## src/rtl/clock_pkg.sv

```systemverilog
// Shared clock-subsystem definitions: 24-hour field widths/limits, timer state
// encoding, and HH:MM:SS helpers reused by the time-of-day clock and alarm logic.
package clock_pkg;

  localparam int unsigned HOURS_W  = 5;
  localparam int unsigned MINSEC_W = 6;

  localparam logic [HOURS_W-1:0]  HOURS_MAX  = HOURS_W'(23);
  localparam logic [MINSEC_W-1:0] MINSEC_MAX = MINSEC_W'(59);

  typedef enum logic [1:0] {
    IDLE,
    RUN,
    PAUSED,
    EXPIRED
  } cdt_state_t;

  typedef struct packed {
    logic [HOURS_W-1:0]  hours;
    logic [MINSEC_W-1:0] minutes;
    logic [MINSEC_W-1:0] seconds;
  } hms_t;

  function automatic logic hms_valid(input hms_t t);
    return (t.hours <= HOURS_MAX) && (t.minutes <= MINSEC_MAX) &&
           (t.seconds <= MINSEC_MAX);
  endfunction

  // One-second borrow chain; 00:00:00 is never decremented by the callers.
  function automatic hms_t hms_dec(input hms_t t);
    hms_t r;
    r = t;
    if (t.seconds != '0) begin
      r.seconds = t.seconds - MINSEC_W'(1);
    end else if (t.minutes != '0) begin
      r.seconds = MINSEC_MAX;
      r.minutes = t.minutes - MINSEC_W'(1);
    end else begin
      r.seconds = MINSEC_MAX;
      r.minutes = MINSEC_MAX;
      r.hours   = t.hours - HOURS_W'(1);
    end
    return r;
  endfunction

endpackage

```

## src/rtl/countdown_timer_if.sv

```systemverilog
// Control/status bundle between the countdown timer and its host.
interface countdown_timer_if;
  import clock_pkg::*;

  logic                load;
  logic [HOURS_W-1:0]  load_hours;
  logic [MINSEC_W-1:0] load_minutes;
  logic [MINSEC_W-1:0] load_seconds;
  logic                start;
  logic                pause;
  logic [HOURS_W-1:0]  hours;
  logic [MINSEC_W-1:0] minutes;
  logic [MINSEC_W-1:0] seconds;
  logic                running;
  logic                done;
  logic                load_err;

  modport master (
    output load, load_hours, load_minutes, load_seconds, start, pause,
    input  hours, minutes, seconds, running, done, load_err
  );

  modport slave (
    input  load, load_hours, load_minutes, load_seconds, start, pause,
    output hours, minutes, seconds, running, done, load_err
  );
endinterface

```

## src/rtl/tick_prescaler.sv

```systemverilog
// Divides clk by CLK_DIV while enabled; tick marks the wrap edge.
module tick_prescaler #(
  parameter int unsigned CLK_DIV = 1
) (
  input  logic clk,
  input  logic rst,
  input  logic en,
  input  logic clr,
  output logic tick
);

  localparam int unsigned CNT_W = (CLK_DIV > 1) ? $clog2(CLK_DIV) : 1;
  localparam logic [CNT_W-1:0] LAST = CNT_W'(CLK_DIV - 1);

  logic [CNT_W-1:0] cnt_q, cnt_d;

  always_comb begin
    cnt_d = cnt_q;
    if (clr) begin
      cnt_d = '0;
    end else if (en) begin
      cnt_d = (cnt_q == LAST) ? '0 : cnt_q + CNT_W'(1);
    end
  end

  assign tick = en && !clr && (cnt_q == LAST);

  always_ff @(posedge clk or negedge rst) begin
    if (!rst) begin
      cnt_q <= '0;
    end else begin
      cnt_q <= cnt_d;
    end
  end

endmodule

```

## src/rtl/countdown_timer.sv

```systemverilog
// HH:MM:SS countdown timer: load/start/pause/resume control, one-second
// prescaled borrow-chain decrement, registered done and load_err pulses.
module countdown_timer
  import clock_pkg::*;
#(
  parameter int unsigned CLK_DIV = 1
) (
  input  logic              clk,
  input  logic              rst,
  countdown_timer_if.slave  bus
);

  cdt_state_t state_q, state_d;
  hms_t       time_q, time_d;
  hms_t       load_val, dec_val;
  logic       done_q, done_d;
  logic       err_q, err_d;
  logic       running_q, running_d;
  logic       load_ok, time_zero, start_ok;
  logic       pre_en, pre_clr, tick;

  assign load_val  = {bus.load_hours, bus.load_minutes, bus.load_seconds};
  assign load_ok   = hms_valid(load_val);
  assign time_zero = (time_q == '0);
  assign dec_val   = hms_dec(time_q);

  // start only counts when neither higher-priority request is present
  assign start_ok = bus.start && !bus.load && !bus.pause && !time_zero;

  // Prescaler controls are kept out of the FSM process so tick does not
  // loop back through the same combinational block.
  assign pre_en  = (state_q == RUN) && !bus.load && !bus.pause;
  assign pre_clr = (bus.load && load_ok) || (start_ok && (state_q == IDLE));

  tick_prescaler #(
    .CLK_DIV (CLK_DIV)
  ) u_prescaler (
    .clk  (clk),
    .rst  (rst),
    .en   (pre_en),
    .clr  (pre_clr),
    .tick (tick)
  );

  always_comb begin
    state_d = state_q;
    time_d  = time_q;
    done_d  = 1'b0;
    err_d   = 1'b0;

    if (bus.load) begin
      if (load_ok) begin
        time_d  = load_val;
        state_d = IDLE;
      end else begin
        err_d = 1'b1;
      end
    end else if (bus.pause) begin
      if (state_q == RUN) begin
        state_d = PAUSED;
      end
    end else begin
      if (start_ok && ((state_q == IDLE) || (state_q == PAUSED))) begin
        state_d = RUN;
      end
      // tick is only ever asserted in RUN with no load/pause pending
      if (tick) begin
        time_d = dec_val;
        if (dec_val == '0) begin
          state_d = EXPIRED;
          done_d  = 1'b1;
        end
      end
    end

    running_d = (state_d == RUN);
  end

  always_ff @(posedge clk or negedge rst) begin
    if (!rst) begin
      state_q   <= IDLE;
      time_q    <= '0;
      done_q    <= 1'b0;
      err_q     <= 1'b0;
      running_q <= 1'b0;
    end else begin
      state_q   <= state_d;
      time_q    <= time_d;
      done_q    <= done_d;
      err_q     <= err_d;
      running_q <= running_d;
    end
  end

  assign bus.hours    = time_q.hours;
  assign bus.minutes  = time_q.minutes;
  assign bus.seconds  = time_q.seconds;
  assign bus.running  = running_q;
  assign bus.done     = done_q;
  assign bus.load_err = err_q;

endmodule

```

## src/flat_wrapper.sv

```systemverilog
// flat-port wrapper written by rule: the top's interface ports become plain ports
module countdown_timer_flat import clock_pkg::*;
#(
  parameter int unsigned CLK_DIV = 1
)
  (clk, rst, bus_load, bus_load_hours, bus_load_minutes, bus_load_seconds, bus_start, bus_pause, bus_hours, bus_minutes, bus_seconds, bus_running, bus_done, bus_load_err);
  countdown_timer_if bus_i ();
  input  logic clk;
  input  logic rst;
  input wire logic [$bits(bus_i.load)-1:0] bus_load;
  input wire logic [$bits(bus_i.load_hours)-1:0] bus_load_hours;
  input wire logic [$bits(bus_i.load_minutes)-1:0] bus_load_minutes;
  input wire logic [$bits(bus_i.load_seconds)-1:0] bus_load_seconds;
  input wire logic [$bits(bus_i.start)-1:0] bus_start;
  input wire logic [$bits(bus_i.pause)-1:0] bus_pause;
  output wire logic [$bits(bus_i.hours)-1:0] bus_hours;
  output wire logic [$bits(bus_i.minutes)-1:0] bus_minutes;
  output wire logic [$bits(bus_i.seconds)-1:0] bus_seconds;
  output wire logic [$bits(bus_i.running)-1:0] bus_running;
  output wire logic [$bits(bus_i.done)-1:0] bus_done;
  output wire logic [$bits(bus_i.load_err)-1:0] bus_load_err;
  assign bus_i.load = bus_load;
  assign bus_i.load_hours = bus_load_hours;
  assign bus_i.load_minutes = bus_load_minutes;
  assign bus_i.load_seconds = bus_load_seconds;
  assign bus_i.start = bus_start;
  assign bus_i.pause = bus_pause;
  assign bus_hours = bus_i.hours;
  assign bus_minutes = bus_i.minutes;
  assign bus_seconds = bus_i.seconds;
  assign bus_running = bus_i.running;
  assign bus_done = bus_i.done;
  assign bus_load_err = bus_i.load_err;
  countdown_timer #(.CLK_DIV(CLK_DIV)) u_core (.clk(clk), .rst(rst), .bus(bus_i));
endmodule
```

## config.mk

```make
export PLATFORM = sky130hd
export DESIGN_NAME = countdown_timer_flat
export DESIGN_NICKNAME = d
export VERILOG_FILES = /design/src/rtl/clock_pkg.sv /design/src/rtl/countdown_timer_if.sv /design/src/rtl/tick_prescaler.sv /design/src/rtl/countdown_timer.sv /design/src/flat_wrapper.sv
export SDC_FILE = /design/constraint.sdc
export NUM_CORES = 1
export LEC_CHECK = 0
export CAP_MARGIN = 0
export CELL_PAD_IN_SITES_DETAIL_PLACEMENT = 1
export CELL_PAD_IN_SITES_GLOBAL_PLACEMENT = 1
export CORE_MARGIN = 1.5
export CORE_UTILIZATION = 40
export DETAILED_ROUTE_END_ITERATION = 16
export DONT_BUFFER_PORTS = 1
export HOLD_SLACK_MARGIN = 0.12
export PLACE_DENSITY = 0.7
export SLEW_MARGIN = 20
export SYNTH_ARGS = -nofsm -noshare
export SYNTH_HDL_FRONTEND = slang
export SYNTH_HIERARCHICAL = 1
export SYNTH_SLANG_ARGS = --single-unit
```

## constraint.sdc

```tcl
create_clock -name clk -period 3.38 [get_ports clk]
set_input_delay 0.338 -clock clk [delete_from_list [all_inputs] [get_ports clk]]
set_output_delay 0.338 -clock clk [all_outputs]
set_load 0.05 [all_outputs]
```

==> impl_metrics.ini <==
[global_route]
antenna_found_initial = 0
grt_pass1_wl_um = 8845
grt_start_max_net_pins = 32
grt.total_usage_pct = 25.81
grt_overflow = 0
grt_pass1_vias = 1773

[sta]
hold_viol = 0
slew_violations = 0
post-route-period-util_pct = 92.37
tns_ns = 0
skew_ns = 0.002411
setup_viol = 0
finalWorstPathRequiredPeriod_ns = 3.122
tightest_slew_ns = 0.8783
max_slew_margin_pct = 41.45
max_freq_mhz = 320.3
rsz0062_at_grt = false

[cts]
cts-root-buf = clkbuf_8
cts.sinks = 22
cts_buffers = 3
clockBufferDepth = 2
clock_latency_ns = 0.26
cts_tree = done
cts-htree-levels = 1
path_clk_slew_ns = 0.08

[synth]
syn_area_um2 = 1719
ys_seq_area_share_pct = 32.02
synth_cell_type_count = 61
synth_edf_count = 0
synth_nets = 229
synthCells = 201
synth-seq-cells = 22
ys_warn_count = 6
async_flop_share_pct = 100.0
avgSynthCellArea_um2 = 8.553
synth-main-ff-cell = dfrtp_1

[cells_and_area]
diodes = 0
syn2layout_area_growth_pct = 12.74
nets = 244
drive_gt1_share_pct = 17.76

[routing]
drt-initial-drc-count = 68
via_per_inst = 6.360
drcViolationCount = 0
wire_per_inst_um = 21.28
dr.pass1.iters = 4
ant_nets = 0
via_count = 1679
wl_um = 5618

[critical_path]
critPathCaptureType = flip-flop
reg2reg_from = u_core/bus.seconds[1]
ff2ff_path_depth = 11
arrival_ns = 3.27
critPathMaxFanout = 7
criticalPathCategory = flip-flop to flip-flop
cp-startpoint = u_core/bus.seconds[1]
required_ns = 3.52
r2r_end = u_core/bus.running
start_kind = flip-flop
r2r_slack_ns = 0.26

[min_path]
min_path_cells = 1
hold_start = bus_load
holdPathEnd = u_core/bus.seconds[2]
min_path_type = input pin to flip-flop

[die]
die_h_um = 68.56
io_pins = 42
core.rowCount = 23
die-area_um2 = 4700
dieWidth_um = 68.56
start_util_pct = 42.37
core-area_um2 = 4058

[place]
io_buffers = 0
routabilityCongestion = 0.8496
dp.final_hpwl_um = 4295

[power]
power.leakage_nw = 0.7540
power_density_nw_per_um2 = 552.6
ir_drop_mv = 0.1924
power.total_w = 0.001071

[run_status]
outcome = finished, final reports clean

[flow_run]
drv_cap = 0
## cells in the final DEF (no fill, tap or decap), types with 6 or more instances in the layout
cell,netlist,layout
a21oi_1,23,23
nand4_1,6,6
buf_4,0,18
nor3_1,7,7
nor2_1,12,12
inv_1,10,10
ha_1,6,6
o22ai_1,7,7
nand2_1,10,10
dfrtp_1,22,22
o21ai_0,16,16
## power by group
group,internal [W],leakage [nW],switching (W)
Combinational,0.000174,0.463,0.000398
Sequential,0.000307,0.270,0.0000314
Clock,0.0000794,0.0216,0.0000814
Total,0.000560,0.754,0.000511
## flip-flops by register name, indices dropped and copies added, names as in the netlist
| register | count |
|---|---|
| u_core/bus.done | 1 |
| u_core/state_q | 2 |
| u_core/bus.load_err | 1 |
| u_core/bus.hours | 5 |
| u_core/bus.running | 1 |
| u_core/bus.minutes | 6 |
| u_core/bus.seconds | 6 |
## repair_timing
action | CTS | global route
gates resized for setup | 0 | 1
setup endpoints to repair | 0 | 1
hold buffers | 1 | 1
hold endpoints to repair | 22 | 22
buffers inserted | 0 | 0
## cells in the mapped netlist, drive strengths merged, types with 4 or more instances
library cell / number / area, um^2
o21ai: 17 / 85.08
dfrtp: 22 / 550.5
buf: 4 / 18.76
nor2: 13 / 51.30
nand4: 6 / 37.54
inv: 10 / 37.54
nor4b: 4 / 50.05
o22ai: 7 / 43.79
clkbuf: 6 / 22.52
a21oi: 23 / 115.1
nand3: 4 / 20.02
nand2: 10 / 37.54
nor4: 5 / 46.29
ha: 6 / 75.07
or3: 4 / 31.28
nor3: 9 / 61.31
## area by class of cell
cell class / instances / area, um^2
Fill cell: 497 / 2120
Multi-Input combinational cell: 159 / 1096
Sequential cell: 22 / 550.5
Timing Repair Buffer: 20 / 150.1
Tap cell: 50 / 62.56
Clock buffer: 3 / 41.29
Inverter: 10 / 37.54
## layer usage
layer | global-route usage [%] | vias to the layer above | wire, um
li1 | - | 799 | -
met5 | 0 | - | 0
met1 | 32.41 | 840 | 2423
met2 | 46.03 | 38 | 2857
met4 | 6.750 | 0 | 33
met3 | 3.734 | 2 | 304
## worst max-delay path, stage by stage (launching register included)
cell and delay, ns:
dfrtp_1 0.38, inv_1 0.10, ha_1 0.28, or4b_1 0.51, nor4_4 0.31, or3_2 0.17, o21ai_0 0.11, nor2b_4 0.18
nand4b_1 0.12, nor4_2 0.31, o2111ai_1 0.21, o31a_1 0.32
## kinds of logic (layout without fill, tap and decap cells)
logic type,after synthesis,after routing,share of synthesized area (%)
AO/OA/AOI/OAI,75,75,27.80
XOR/XNOR,1,1,0.5096
adder cells (fa/ha/maj),6,6,4.367
buffers and inverters,20,33,4.585
flip-flops,22,22,32.02
multiplexers,3,3,1.820
AND/OR/NAND/NOR,74,74,28.89
## worst max path at each step
stage                         end
2_1_floorplan  u_core/bus.running
3_5_place_dp   u_core/bus.running
4_1_cts        u_core/bus.running
3_3_place_gp   u_core/bus.running
6_report       u_core/bus.running
5_1_grt        u_core/bus.running
## through the flow
step | util (%) | instances | hold slack, ns | worst slack [ns] | cell area [um^2]
after floorplan | - | 201 | 0.04241 | 0.2576 | 1719
after global placement | 46.22 | 259 | 0.04306 | 0.4133 | 1876
after detailed placement | 46.22 | 259 | 0.04293 | 0.2369 | 1876
after CTS | 47.49 | 263 | 0.2047 | 0.2042 | 1927
after global routing | 47.76 | 264 | 0.2133 | 0.08127 | 1938
final | 47.76 | 264 | 0.2130 | 0.2580 | 1938
Power figures use the tool's default switching activity.
